[config.mk]
export PLATFORM = sky130hd
export DESIGN_NAME = instr_sequencer
export DESIGN_NICKNAME = d
export VERILOG_FILES = /design/src/rtl/instr_sequencer_pkg.sv /design/src/rtl/instr_sequencer_store.sv /design/src/rtl/instr_sequencer.sv
export SDC_FILE = /design/constraint.sdc
export NUM_CORES = 1
export LEC_CHECK = 0
export CAP_MARGIN = 25
export CORE_ASPECT_RATIO = 1.75
export CORE_MARGIN = 3
export CORE_UTILIZATION = 50
export CTS_CLUSTER_DIAMETER = 120
export DETAILED_ROUTE_END_ITERATION = 12
export GPL_TIMING_DRIVEN = 1
export PLACE_DENSITY = 0.7
export SYNTH_ARGS = -nofsm -noshare
export SYNTH_HDL_FRONTEND = slang
export SYNTH_SLANG_ARGS = --single-unit
[constraint.sdc]
create_clock -name CLK -period 1.8 [get_ports CLK]
set_input_delay 0.36 -clock CLK [delete_from_list [all_inputs] [get_ports CLK]]
set_output_delay 0.36 -clock CLK [all_outputs]
set_load 0.05 [all_outputs]
[src/rtl/instr_sequencer_pkg.sv]
// Shared constants for the instruction sequencer: instruction width, cpu opcodes,
// the NOP word and the sequencer state encodings.
package instr_seq_pkg;

    localparam int INSTR_W = 9;

    localparam logic [2:0] OP_AND = 3'b000;
    localparam logic [2:0] OP_OR  = 3'b001;
    localparam logic [2:0] OP_ADD = 3'b010;
    localparam logic [2:0] OP_SUB = 3'b110;
    localparam logic [2:0] OP_SLT = 3'b111;
    localparam logic [2:0] OP_LI  = 3'b100;

    // AND $0,$0,$0 has no architectural effect on the cpu.
    localparam logic [INSTR_W-1:0] NOP_WORD = '0;

    localparam logic [1:0] ST_IDLE = 2'b00;
    localparam logic [1:0] ST_RUN  = 2'b01;
    localparam logic [1:0] ST_DONE = 2'b10;

    function automatic logic is_illegal_op(input logic [2:0] op);
        return (op == 3'b011) || (op == 3'b101);
    endfunction

endpackage

[src/rtl/instr_sequencer_store.sv]
// Program store: DEPTH x INSTR_W words, synchronous write, combinational read.
module instr_store
    import instr_seq_pkg::*;
#(
    parameter int DEPTH  = 16,
    parameter int ADDR_W = 4
) (
    input  logic               clk,
    input  logic               we,
    input  logic [ADDR_W-1:0]  waddr,
    input  logic [INSTR_W-1:0] wdata,
    input  logic [ADDR_W-1:0]  raddr,
    output logic [INSTR_W-1:0] rdata
);

    logic [INSTR_W-1:0] mem [DEPTH];

    always_ff @(posedge clk) begin
        if (we) begin
            mem[waddr] <= wdata;
        end
    end

    assign rdata = mem[raddr];

endmodule

[src/rtl/instr_sequencer.sv]
// Fetch sequencer feeding the 4-bit cpu Instruction port from a loadable program store.
// Optional illegal-opcode trap enabled by defining INSTR_SEQ_ILLEGAL_OP_EN.
module instr_sequencer
    import instr_seq_pkg::*;
#(
    parameter int DEPTH  = 16,
    parameter int ADDR_W = 4
) (
    input  logic               CLK,
    input  logic               RESET_N,
    input  logic               prog_we,
    input  logic [ADDR_W-1:0]  prog_addr,
    input  logic [INSTR_W-1:0] prog_data,
    input  logic [ADDR_W:0]    prog_len,
    input  logic               start,
    input  logic               abort,
    input  logic               hold,
    output logic [INSTR_W-1:0] Instruction,
    output logic               instr_valid,
    output logic               busy,
    output logic               done,
    output logic [ADDR_W-1:0]  pc
`ifdef INSTR_SEQ_ILLEGAL_OP_EN
    ,
    output logic               error
`endif
);

    localparam logic [ADDR_W:0]   DEPTH_LEN = (ADDR_W+1)'(DEPTH);
    localparam logic [ADDR_W:0]   LEN_ONE   = (ADDR_W+1)'(1);
    localparam logic [ADDR_W-1:0] PC_ONE    = ADDR_W'(1);

    logic [1:0]         state_reg,  state_next;
    logic [ADDR_W-1:0]  pc_reg,     pc_next;
    logic [ADDR_W:0]    len_reg,    len_next;
    logic [INSTR_W-1:0] instr_reg,  instr_next;
    logic               valid_reg,  valid_next;
`ifdef INSTR_SEQ_ILLEGAL_OP_EN
    logic               error_reg,  error_next;
`endif

    logic [INSTR_W-1:0] mem_word;
    logic [ADDR_W:0]    len_clamped;
    logic               store_we;
    logic               last_word;

    assign store_we    = prog_we && ((state_reg == ST_IDLE) || (state_reg == ST_DONE));
    assign len_clamped = (prog_len > DEPTH_LEN) ? DEPTH_LEN : prog_len;
    assign last_word   = ({1'b0, pc_reg} + LEN_ONE) == len_reg;

    instr_store #(
        .DEPTH  (DEPTH),
        .ADDR_W (ADDR_W)
    ) u_store (
        .clk   (CLK),
        .we    (store_we),
        .waddr (prog_addr),
        .wdata (prog_data),
        .raddr (pc_reg),
        .rdata (mem_word)
    );

    // Output word and valid default to NOP every cycle; only a real issue overrides them.
    always_comb begin
        state_next = state_reg;
        pc_next    = pc_reg;
        len_next   = len_reg;
        instr_next = NOP_WORD;
        valid_next = 1'b0;
`ifdef INSTR_SEQ_ILLEGAL_OP_EN
        error_next = error_reg;
`endif
        case (state_reg)
            ST_IDLE, ST_DONE: begin
                if ((state_reg == ST_DONE) && abort) begin
                    state_next = ST_IDLE;
                    pc_next    = '0;
`ifdef INSTR_SEQ_ILLEGAL_OP_EN
                    error_next = 1'b0;
`endif
                end else if (start) begin
                    len_next   = len_clamped;
                    pc_next    = '0;
                    state_next = (len_clamped == '0) ? ST_DONE : ST_RUN;
`ifdef INSTR_SEQ_ILLEGAL_OP_EN
                    error_next = 1'b0;
`endif
                end
            end
            ST_RUN: begin
                if (abort) begin
                    state_next = ST_IDLE;
                    pc_next    = '0;
`ifdef INSTR_SEQ_ILLEGAL_OP_EN
                    error_next = 1'b0;
`endif
                end else if (!hold) begin
`ifdef INSTR_SEQ_ILLEGAL_OP_EN
                    if (is_illegal_op(mem_word[8:6])) begin
                        error_next = 1'b1;
                        state_next = ST_DONE;
                    end else begin
`else
                    begin
`endif
                        instr_next = mem_word;
                        valid_next = 1'b1;
                        pc_next    = pc_reg + PC_ONE;
                        if (last_word) begin
                            state_next = ST_DONE;
                        end
                    end
                end
            end
            default: begin
                state_next = ST_IDLE;
                pc_next    = '0;
            end
        endcase
    end

    always_ff @(posedge CLK) begin
        if (!RESET_N) begin
            state_reg <= ST_IDLE;
            pc_reg    <= '0;
            len_reg   <= '0;
            instr_reg <= NOP_WORD;
            valid_reg <= 1'b0;
`ifdef INSTR_SEQ_ILLEGAL_OP_EN
            error_reg <= 1'b0;
`endif
        end else begin
            state_reg <= state_next;
            pc_reg    <= pc_next;
            len_reg   <= len_next;
            instr_reg <= instr_next;
            valid_reg <= valid_next;
`ifdef INSTR_SEQ_ILLEGAL_OP_EN
            error_reg <= error_next;
`endif
        end
    end

    assign Instruction = instr_reg;
    assign instr_valid = valid_reg;
    assign busy        = (state_reg == ST_RUN);
    assign done        = (state_reg == ST_DONE);
    assign pc          = pc_reg;
`ifdef INSTR_SEQ_ILLEGAL_OP_EN
    assign error       = error_reg;
`endif

endmodule

==> impl_metrics.yaml <==
run_status:
  status: "complete, no violations"
clocking:
  cts_sinks: 165
  cts.path.max_buffers: 2
  cts_tree: "built"
  numCtsBuffers: 17
  clkTransAtPathRegs_ns: 0.06
  ctsHtreeMaxLevel: 4
  clock_latency_ns: 0.42
  root_buffer: "clkbuf_16"
  cts_setup_buffers: 0
layout:
  multiInputGateArea_mm2: 0.001634
  num_antenna_cells: 0
  layout-drive-gt1-share_pct: 31.59
  seqCellArea_mm2: 0.004748
  syn2layout_area_growth_pct: 24.91
  largest_reg_flops: 144
  instances_no_fill: 608
  layout_commonest_cell: "edfxtp_1"
  layout_common_cells: "edfxtp_1 (144), buf_4 (56), mux4_2 (36)"
  fin_nets: 452
  fill_cells: 900
synthesis:
  syn_avg_cell_area_um2: 19.08
  synth_flop_cell: "edfxtp_1"
  post_synth_and_or_nand_nor_area_fraction_pct: 5.394
  synth_sequential_area_ratio_pct: 73.57
  syn-num-nets: 363
  ys_types: 38
  ys_ff_latch: 165
  synth.area.mux_share_pct: 15.37
  synthArstFlopShare_pct: 0
  synthesis.area_mm2: 0.006449
  synthAdderAreaFrac_pct: 0.1940
  synthXorXnorAreaFrac_pct: 0.5433
  yosys_warnings: 0
  syn-instance-count: 338
  synth_top_family_by_area: "multiplexers"
  synth-edff-count: 144
  synth_compound_area_share_pct: 3.492
timing:
  setup_ws_ns: 0.05377
  skew_ns: 0.006877
  drv_slew: 0
  rsz0062_at_grt: "false"
  clock.fmax_mhz: 572.7
  finalSetupViolCount: 0
  layout_min_cycle_time_ns: 1.746
  max_slew_margin_pct: 59.16
  post-route-period-util_pct: 97.01
  worst_pin_slew_ns: 0.6107
  whs_ns: 0.4811
  hold_viol: 0
power:
  seqPwrFrac_pct: 49.3
  p_total_mw: 8.591
  max-vdd-ir-drop_uv: 776.2
  switching_share_pct: 19.81
  power_frac_clock_pct: 45.6
  cellLeakagePower_nw: 2.635
  powerDensity_mw_per_mm2: 1066
  switchingPower_mw: 1.702
  p_int_mw: 6.889
  comb_power_share_pct: 5.1
floorplan:
  dieArea_mm2: 0.01435
  die_w_um: 91.85
  start_util_pct: 51.31
  die-height_um: 156.2
  core-area_mm2: 0.01257
  io_pins: 40
  rows: 54
placement:
  place_congestion: 0.7786
  place_hpwl_um: 9236
  io_buffers: 39
  preCtsSetupSlack_ns: -0.2385
  dpl.cell_count: 576
grt:
  grt_usage_pct: 19.80
  grt_max_degree: 22
  antenna_found_initial: 0
  grt_pass1_wl_um: 20570
  globalRouteOverflowTotal: 0
  grt_pass1_vias: 3564
min_path:
  hp-class: "register to register"
setup_path:
  cp.arrival_ns: 2.02
  start_kind: "register"
  worst_setup_path_end_kind: "register"
  critPathKind: "register to register"
  cp_max_fo: 19
  worstPathRequired_ns: 2.07
detailed_routing:
  vias: 3359
  wl_um: 13200
  drc: 0
  via_per_inst: 5.525
  drtIter0Drc: 231
  first_pass_iters: 4
  wl_per_cell_um: 21.71
  antenna_left: 0
flow_run:
  maxCapViolCount: 0
==> metrics by stage <==
step | utilization (%) | TNS, ns | area (µm²)
5_1_grt | 64.10 | 0 | 8055
4_1_cts | 64.06 | 0 | 8050
6_report | 64.10 | 0 | 8055
2_1_floorplan | - | 0 | 6471
3_3_place_gp | 58.86 | -14.21 | 7397
3_5_place_dp | 58.86 | -16.68 | 7397
==> cells in the mapped netlist, types with 2 or more instances <==
cell / number / share of area, %
dfxtp_1: 21 / 6.5
a211o_1: 2 / 0.27
o21ai_1: 3 / 0.23
nand2_1: 12 / 0.70
buf_2: 8 / 0.62
nand3_1: 2 / 0.16
a21oi_1: 5 / 0.39
edfxtp_1: 144 / 67
a21boi_0: 5 / 0.58
nand4b_1: 5 / 0.68
and2_1: 2 / 0.19
xnor2_1: 2 / 0.27
clkbuf_1: 5 / 0.29
a21boi_1: 2 / 0.23
xor2_1: 2 / 0.27
nor2b_1: 7 / 0.68
or3_1: 2 / 0.19
nor3_1: 6 / 0.47
nor2_1: 17 / 0.99
buf_4: 3 / 0.35
o22ai_1: 10 / 0.97
mux4_2: 36 / 13
nand2b_1: 5 / 0.49
mux2i_1: 18 / 2.8
==> cell type report <==
type                    count  area share [%]
well taps                 168           2.610
multi-input cells         156           20.29
repair buffers             87           10.07
clock inverters            15           2.811
clock buffers              17           5.281
flip-flops and latches    165           58.95
==> worst max-delay path, stage by stage (launching register included) <==
cell,delay (ns)
dfxtp_2,0.41
buf_12,0.22
mux4_2,0.55
mux2i_1,0.24
o22ai_1,0.16
==> final timing paths <==
path	from	endpoint	slack, ns	cells after the start
max reg2reg	pc[0]$_SDFFE_PN0P_	Instruction[0]$_SDFF_PP0_	0.05	4
min reg2reg	len_reg[0]$_SDFFE_PN0P_	len_reg[0]$_SDFFE_PN0P_	0.48	2
min	len_reg[0]$_SDFFE_PN0P_	len_reg[0]$_SDFFE_PN0P_	0.48	2
max	pc[0]$_SDFFE_PN0P_	Instruction[0]$_SDFF_PP0_	0.05	4
==> routing by layer <==
layer	global-route usage (%)	part of all wire [%]	vias up
li1	-	-	1551
met1	21.99	35	1683
met2	37.20	58	111
met3	3.463	4.9	14
met4	7.938	1.6	0
met5	0	0	-
==> timing repair <==
action | 4_1_cts | 5_1_grt
hold buffers | 0 | 0
setup endpoints to repair | 1 | 1
resized for setup | 1 | 1
==> power groups by stage <==
stage | Combinational (mW) | Sequential (mW) | Clock (mW)
detailed placement | 0.440 | 4.32 | 0
CTS | 0.443 | 4.24 | 3.96
global route | 0.475 | 4.24 | 4.12
floorplan | 0.198 | 4.32 | 0
global placement | 0.430 | 4.31 | 0
finish | 0.440 | 4.24 | 3.91
==> kinds of logic (layout without fill, tap and decap cells) <==
kind of cell,count (synthesis),count (layout)
and+or+nand+nor,63,63
xor gates and xnor gates,4,4
AOI/OAI and AO/OA,34,34
muxes,54,54
DFF,165,165
adders and majority gates,1,1
buffers and inverters,17,119
(Power assumes the default switching activity.)
